===== config.mk =====
export PLATFORM = sky130hd
export DESIGN_NAME = mem_arbiter_n
export DESIGN_NICKNAME = d
export VERILOG_FILES = /design/src/rtl/mem_arbiter_pkg.sv /design/src/rtl/mem_arbiter_n_rr_picker.sv /design/src/rtl/mem_arbiter_n.sv
export SDC_FILE = /design/constraint.sdc
export NUM_CORES = 1
export LEC_CHECK = 0
export CORE_MARGIN = 2
export CORE_UTILIZATION = 23
export CTS_BUF_LIST = sky130_fd_sc_hd__clkbuf_8
export CTS_CLUSTER_DIAMETER = 80
export DETAILED_ROUTE_END_ITERATION = 12
export PLACE_DENSITY = 0.83
export SYNTH_ARGS = -nofsm -noshare
export SYNTH_HDL_FRONTEND = slang
export SYNTH_SLANG_ARGS = --single-unit

===== constraint.sdc =====
create_clock -name clk -period 1.54 [get_ports clk]
set_input_delay 0.231 -clock clk [delete_from_list [all_inputs] [get_ports clk]]
set_output_delay 0.231 -clock clk [all_outputs]
set_load 0.005 [all_outputs]

===== src/rtl/mem_arbiter_pkg.sv =====
// mem_arbiter_pkg: shared FSM type and port-count limit for the N-port memory arbiter
package mem_arbiter_pkg;
  localparam int MAX_PORTS = 8;
  typedef enum logic {IDLE, BUSY} arb_state_t;
endpackage


===== src/rtl/mem_arbiter_n_rr_picker.sv =====
// rr_picker: masked priority encoder, first requester at/after ptr (mode=1) or lowest index (mode=0)
module rr_picker #(
  parameter int NUM_PORTS = 2,
  parameter int IDX_W = $clog2(NUM_PORTS)
) (
  input  logic [NUM_PORTS-1:0] req,
  input  logic [IDX_W-1:0]     ptr,
  input  logic                 mode,
  output logic                 valid,
  output logic [IDX_W-1:0]     idx
);
  int base;
  logic [IDX_W-1:0] j;
  // scan offsets from the far end so the requester nearest the base wins
  always_comb begin
    base = mode ? int'(ptr) : 0;
    valid = |req;
    idx = '0;
    j = '0;
    for (int i = NUM_PORTS - 1; i >= 0; i--) begin
      j = IDX_W'((base + i) % NUM_PORTS);
      if (req[j]) idx = j;
    end
  end
endmodule


===== src/rtl/mem_arbiter_n.sv =====
// mem_arbiter_n: N-port memory bus arbiter, round-robin or fixed priority, with per-port grant lock
module mem_arbiter_n
  import mem_arbiter_pkg::*;
#(
  parameter int NUM_PORTS = 2,
  parameter int ADDR_WIDTH = 19,
  parameter int DATA_WIDTH = 16,
  parameter int ROUND_ROBIN = 1,
  parameter int IDX_W = $clog2(NUM_PORTS)
) (
  input  logic                                   clk,
  input  logic                                   reset,
  input  logic [NUM_PORTS-1:0][ADDR_WIDTH:1]     m_addr,
  input  logic [NUM_PORTS-1:0][DATA_WIDTH-1:0]   m_data_out,
  input  logic [NUM_PORTS-1:0]                   m_access,
  input  logic [NUM_PORTS-1:0]                   m_wr_en,
  input  logic [NUM_PORTS-1:0][1:0]              m_bytesel,
  input  logic [NUM_PORTS-1:0]                   m_lock,
  output logic [DATA_WIDTH-1:0]                  m_data_in,
  output logic [NUM_PORTS-1:0]                   m_ack,
  output logic [ADDR_WIDTH:1]                    q_m_addr,
  output logic [DATA_WIDTH-1:0]                  q_m_data_out,
  input  logic [DATA_WIDTH-1:0]                  q_m_data_in,
  output logic                                   q_m_access,
  input  logic                                   q_m_ack,
  output logic                                   q_m_wr_en,
  output logic [1:0]                             q_m_bytesel,
  output logic [IDX_W-1:0]                       q_grant
);
  if (NUM_PORTS < 2 || NUM_PORTS > MAX_PORTS) begin : g_bad_ports
    $error("mem_arbiter_n: NUM_PORTS out of range");
  end
  arb_state_t state, state_d;
  logic [IDX_W-1:0] rr_ptr, rr_d, grant_d, pick_idx, win, next_ptr;
  logic locked, locked_d, pick_valid, busy, done;
  rr_picker #(.NUM_PORTS(NUM_PORTS), .IDX_W(IDX_W)) u_picker (
    .req   (m_access),
    .ptr   (rr_ptr),
    .mode  (ROUND_ROBIN != 0),
    .valid (pick_valid),
    .idx   (pick_idx)
  );
  assign busy = state == BUSY;
  assign done = busy & q_m_ack;
  assign win = (locked && m_access[q_grant]) ? q_grant : pick_idx;
  assign next_ptr = (q_grant == IDX_W'(NUM_PORTS - 1)) ? '0 : q_grant + IDX_W'(1);
  assign q_m_access = busy;
  assign q_m_addr = busy ? m_addr[q_grant] : '0;
  assign q_m_data_out = busy ? m_data_out[q_grant] : '0;
  assign q_m_wr_en = busy & m_wr_en[q_grant];
  assign q_m_bytesel = busy ? m_bytesel[q_grant] : 2'b00;
  assign m_ack = done ? NUM_PORTS'(1) << q_grant : '0;
  assign m_data_in = q_m_data_in;
  // next state: grant a winner from IDLE, release on downstream completion
  always_comb begin
    state_d = state;
    grant_d = q_grant;
    rr_d = rr_ptr;
    locked_d = locked;
    if (!busy && pick_valid) begin
      state_d = BUSY;
      grant_d = win;
      locked_d = locked && win == q_grant;
    end else if (done) begin
      state_d = IDLE;
      rr_d = next_ptr;
      locked_d = m_lock[q_grant];
    end
  end
  // state and arbitration registers; reset aborts any transaction in flight
  always_ff @(posedge clk or negedge reset) begin
    if (!reset) begin
      state <= IDLE;
      q_grant <= '0;
      rr_ptr <= '0;
      locked <= 1'b0;
    end else begin
      state <= state_d;
      q_grant <= grant_d;
      rr_ptr <= rr_d;
      locked <= locked_d;
    end
  end
endmodule

# [After elaboration in Yosys (flattened, before gate mapping)]
# Cells that the tools add are included.
[op_classes] n_eq_ne=1 magnitude_cmp=3 n_bitwise=3 n_addsub=2 reduce_logical=7 shift=1 mux=28
[ops] cell="2-to-1 mux 19 bit" count=3
[ops] cell="2-to-1 mux 16 bit" count=3
[ops] cell="2-to-1 mux 1 bit" count=18
[ops] cell="2-to-1 mux 2 bit" count=4
[ops] cell="< comparator 1 x 2 -> 1 bit, second input constant" count=3
[ops] cell="logical AND 1 bit" count=3
[ops] cell="adder 1 bit, second input constant" count=2
[ops] cell="AND 1 bit" count=2
[ops] cell="AND reduction 2 bit" count=1
[ops] cell="nonzero test 2 bit" count=1
[ops] cell="OR reduction 2 bit" count=1
[ops] cell="left shift 1 x 1 -> 2 bit, first input constant" count=1
[ops] cell="== test 1 bit" count=1
[ops] cell="logical NOT 1 bit" count=1
[ops] cell="inverter 1 bit" count=1
[totals] wordCells=49 register_bits=4

# [Logic depth before layout (Yosys ltp)]
[logic_depth] depth_word=9 ltp_mapped=4

# [Cells and area by module]
# A second synthesis with hierarchy kept.
[unflattened] cells_unflattened=129 hier_area_um2=952.2
[by_module_without_submodules] mod="mem_arbiter_n" seq_area_each_um2=100.1 cells_each=126 n_inst=1 area_each_um2=934.6
[by_module_without_submodules] mod="rr_picker" seq_area_each_um2=0.0 cells_each=3 n_inst=1 area_each_um2=17.5

# [Worst setup path after synthesis]
# No wires, ideal clock.
[synth_timing] path_type="reg2reg" startpoint="reg q_grant" endpoint="reg locked" setup_slack_ps=217 period_less_slack_ps=1323 n_path_buf=1 required_ps=1413 arrival_time_ps=1196 path_stages_with_launch=5 path_cell_list="dfrtp_1 -> buf_6 -> or4b_1 -> o2111ai_1 -> o21ai_1"
[synth_between] elab_chain_cells=7 elab_cells_between_ends=10 classes_between="eq/ne: 1; mux: 7; reduce/logical: 2"
[synth_lines] item="start, declared" line_no="mem_arbiter_n.sv:28" rtl="output logic [IDX_W-1:0] q_grant"
[synth_lines] item="start signal, assigned" line_no="mem_arbiter_n.sv:79" rtl="q_grant <= grant_d;"
[synth_lines] item="2-to-1 mux 1 bit (not written as such) (2 in series)" line_no="mem_arbiter_n.sv:45" rtl="assign win = (locked && m_access[q_grant]) ? q_grant : pick_idx;"
[synth_lines] item="logical AND 1 bit" line_no="mem_arbiter_n.sv:45"
[synth_lines] item="2-to-1 mux 1 bit" line_no="mem_arbiter_n.sv:45"
[synth_lines] item="== test 1 bit" line_no="mem_arbiter_n.sv:63" rtl="locked_d = locked && win == q_grant;"
[synth_lines] item="logical AND 1 bit" line_no="mem_arbiter_n.sv:63"
[synth_lines] item="2-to-1 mux 1 bit (*)" line_no="mem_arbiter_n.sv:60" rtl="if (!busy && pick_valid) begin"
[synth_lines] item="end signal, assigned" line_no="mem_arbiter_n.sv:81" rtl="locked <= locked_d;"
[synth_lines] item="end, declared" line_no="mem_arbiter_n.sv:35" rtl="logic locked, locked_d, pick_valid, busy, done;"
# Mark *: on every way between the ends. The rest lies on a longest branch, timed or not. The select of a mux whose other input is x is not followed.
# A chain may end at the register's enable or synchronous reset.

# [Worst setup path in the final report]
[layout_timing] startpoint="reg q_grant" endpoint="out q_m_data_out[14]"
[layout_between] elab_chain_cells=3
[layout_lines] item="2-to-1 mux 16 bit (not written as such) (2 in series)" line_no="mem_arbiter_n.sv:49" rtl="assign q_m_data_out = busy ? m_data_out[q_grant] : '0;"
[layout_lines] item="2-to-1 mux 16 bit" line_no="mem_arbiter_n.sv:49"
[layout_lines] item="end, declared" line_no="mem_arbiter_n.sv:22" rtl="output logic [DATA_WIDTH-1:0] q_m_data_out,"
# Every way passes these cells. The select of a mux whose other input is x is not followed.

==> results.tsv <==
metric	value	unit
synth_warnings	0	
min-delay-path-class	input port to async pin	
synth_compound_area_share	4.962	%
grt_usage	16.17	%
setup_ws	-64.45	ps
num-nets-final	342	
crit_buf_inv	3	
synth_cell_types	18	
clk_pin_slew	30	ps
fillers	382	
dr.pass1.iters	4	
grt_pass1_wl	6.430	mm
setup_viol	11	
p_per_area	739.7	nW/µm²
synth_seq_cells	4	
cts_buffers	3	
muxShareOfSynthArea	39.69	%
clkPwrFrac	13.5	%
drc	0	
timing.final.crit_period	1604	ps
clock_sinks	4	
hold-worst-slack	218.2	ps
final_cell_mix	clkdlybuf4s50_1 (83), nor2b_1 (38), mux2i_1 (33), buf_2 (19), clkbuf_2 (18)	
die_h	69.39	µm
use_met3	4.070	%
hold_violations	0	
wire_per_inst	14.05	µm
max-cap-violations	0	
p_leak	1.008	nW
irDropWorstVdd	0.4974	mV
rsz0062_at_grt	true	
synth_xor_area_share	0	%
drive_gt1_share	28.10	%
pwr-share-comb	76.3	%
ant_nets	0	
areaGrowthSynthToFinish	127.6	%
crit_slowest_cell	dfrtp_2	
critPathKind	register to primary output	
start_util	24.24	%
cp-end-kind	primary output	
use_met2	29.49	%
grt_antenna_before_repair	0	
vias	1311	
timing.final.crit_share	104.2	%
hpwlAfterDp	2.891	mm
synth.avg_cell_area	8.195	µm²
drtIter0Drc	25	
diodes	0	
switchingPower	0.5565	mW
violations	setup timing	
mostFrequentLayoutCell	clkdlybuf4s50_1	
crit_required	1310	ps
outcome	finished, violations left	
netlist_instances	120	
htree_num_levels	1	
crit_arrival	1370	ps
seq_power_share	10.3	%
crit_family	flip-flops	
syn-cell-area	983.4	µm²
worstPathMaxFanout	7	
die_w	69.39	µm
routed_wl	4.103	mm
p_sw_share	33.61	%
syn_nets	219	
tightest_slew	241.3	ps
crit_path_max_incr_delay	480	ps
start_kind	register	
io_pins	157	
tritoncts	done	
numPortBuffers	124	
fin_skew	5.745	ps
cts-root-buf	clkbuf_8	
relSlewSlack	83.86	%
stdcell_count	292	
p_int	1.099	mW
fmax	0.6233	GHz
ys_seq_area_share	10.18	%
busiest_layer	met2	
core_area	4058	µm²
place_congestion	0.6992	
grt_pass1_vias	1370	
synth-simple-area-share	28.24	%
gr-total-overflow	0	
grt_max_degree	37	
viasPerCell	4.490	
use_met1	18.48	%
design.die.area	4815	µm²
drv_slew	0	
post-place-cells	278	
cts_buffer_depth	2	
rrSetupSlack	40	ps
fp-row-count	23	
synth_top_family_by_area	multiplexers	
crit_chain	buf_6 > buf_8 > mux2i_4 > nor2b_1 > buf_2	
insertion_delay	220	ps
synth_fa_ha_area_share	0	%
area by class of cell:
class	count	area (µm²)	area share, %
multi-input cells	91	750.7	33.54
well taps	50	62.56	2.795
repair buffers	143	1277	57.07
clock inverters	1	3.754	0.1677
clock buffers	3	41.29	1.845
flip-flops and latches	4	102.6	4.584
state kept, by name (all words and copies together) (netlist names):
name        count
rr_ptr          1
q_grant         1
locked          1
q_m_access      1
synthesized netlist by cell type, drive strengths merged:
| master | instances | area [µm²] |
|---|---|---|
| nand2 | 1 | 3.750 |
| nand2b | 2 | 12.51 |
| o21ai | 1 | 5.000 |
| and3 | 1 | 6.260 |
| or4b | 1 | 10.01 |
| o31a | 1 | 8.760 |
| o2111ai | 1 | 8.760 |
| nor2b | 38 | 237.7 |
| a21oi | 2 | 10.01 |
| mux2i | 39 | 390.4 |
| o32ai | 1 | 8.760 |
| a21o | 1 | 7.510 |
| buf | 21 | 151.4 |
| clkbuf | 4 | 15.01 |
| dfrtp | 4 | 100.1 |
| nor2 | 2 | 7.510 |
kinds of logic after synthesis:
logic type,after synthesis
flip-flops,4
multiplexers,39
AND/OR/NAND/NOR,45
AO/OA/AOI/OAI,7
buffers and inverters,25
through the flow:
stage | power, mW | setup TNS, ps | util, % | setup WS [ps] | cell area, µm²
after floorplan | 0.7193 | 0 | - | 216.9 | 983.4
after global placement | 1.385 | -2231 | 54.89 | -99.21 | 2227
after detailed placement | 1.396 | -2693 | 54.89 | -108.5 | 2227
after CTS | 1.864 | -5383 | 59.39 | -247.3 | 2410
after global routing | 1.779 | -1642 | 55.17 | -131.9 | 2238
final | 1.656 | -334.2 | 55.17 | -64.45 | 2238
worst paths after layout:
| check | startpoint | end | cells past startpoint |
|---|---|---|---|
| worst max-delay path | q_grant$_DFFE_PN0P_ | q_m_data_out[14] | 5 |
| worst min-delay path | reset | locked$_DFFE_PN0P_ | 1 |
| worst max register to register | q_grant$_DFFE_PN0P_ | locked$_DFFE_PN0P_ | 4 |
| worst min register to register | rr_ptr$_DFFE_PN0P_ | rr_ptr$_DFFE_PN0P_ | 1 |
| max in group asynchronous | reset | q_m_access$_DFFE_PN0P_ | 1 |
| min in group clk | q_m_data_in[11] | m_data_in[11] | 0 |
routing by layer:
metal,routed length (µm),part of all wire [%],vias up
met5,0,0,-
met4,40,0.97,0
met3,361,8.8,8
met2,2109,51,88
met1,1591,39,577
li1,-,-,638
power groups by stage:
stage	Clock (mW)	Combinational [mW]	Sequential, mW
after detailed placement	0	1.23	0.162
after global routing	0.235	1.37	0.174
after floorplan	0	0.572	0.148
after CTS	0.230	1.47	0.161
after global placement	0	1.23	0.159
final	0.223	1.26	0.170
timing repair:
item	CTS	global route
hold buffers	0	0
endpoints found under the setup margin	41	42
hold endpoints to repair	0	0
gates cloned	4	0
setup buffers	11	5
pin swaps	0	0
resized for setup	85	79
(Power assumes the default switching activity.)
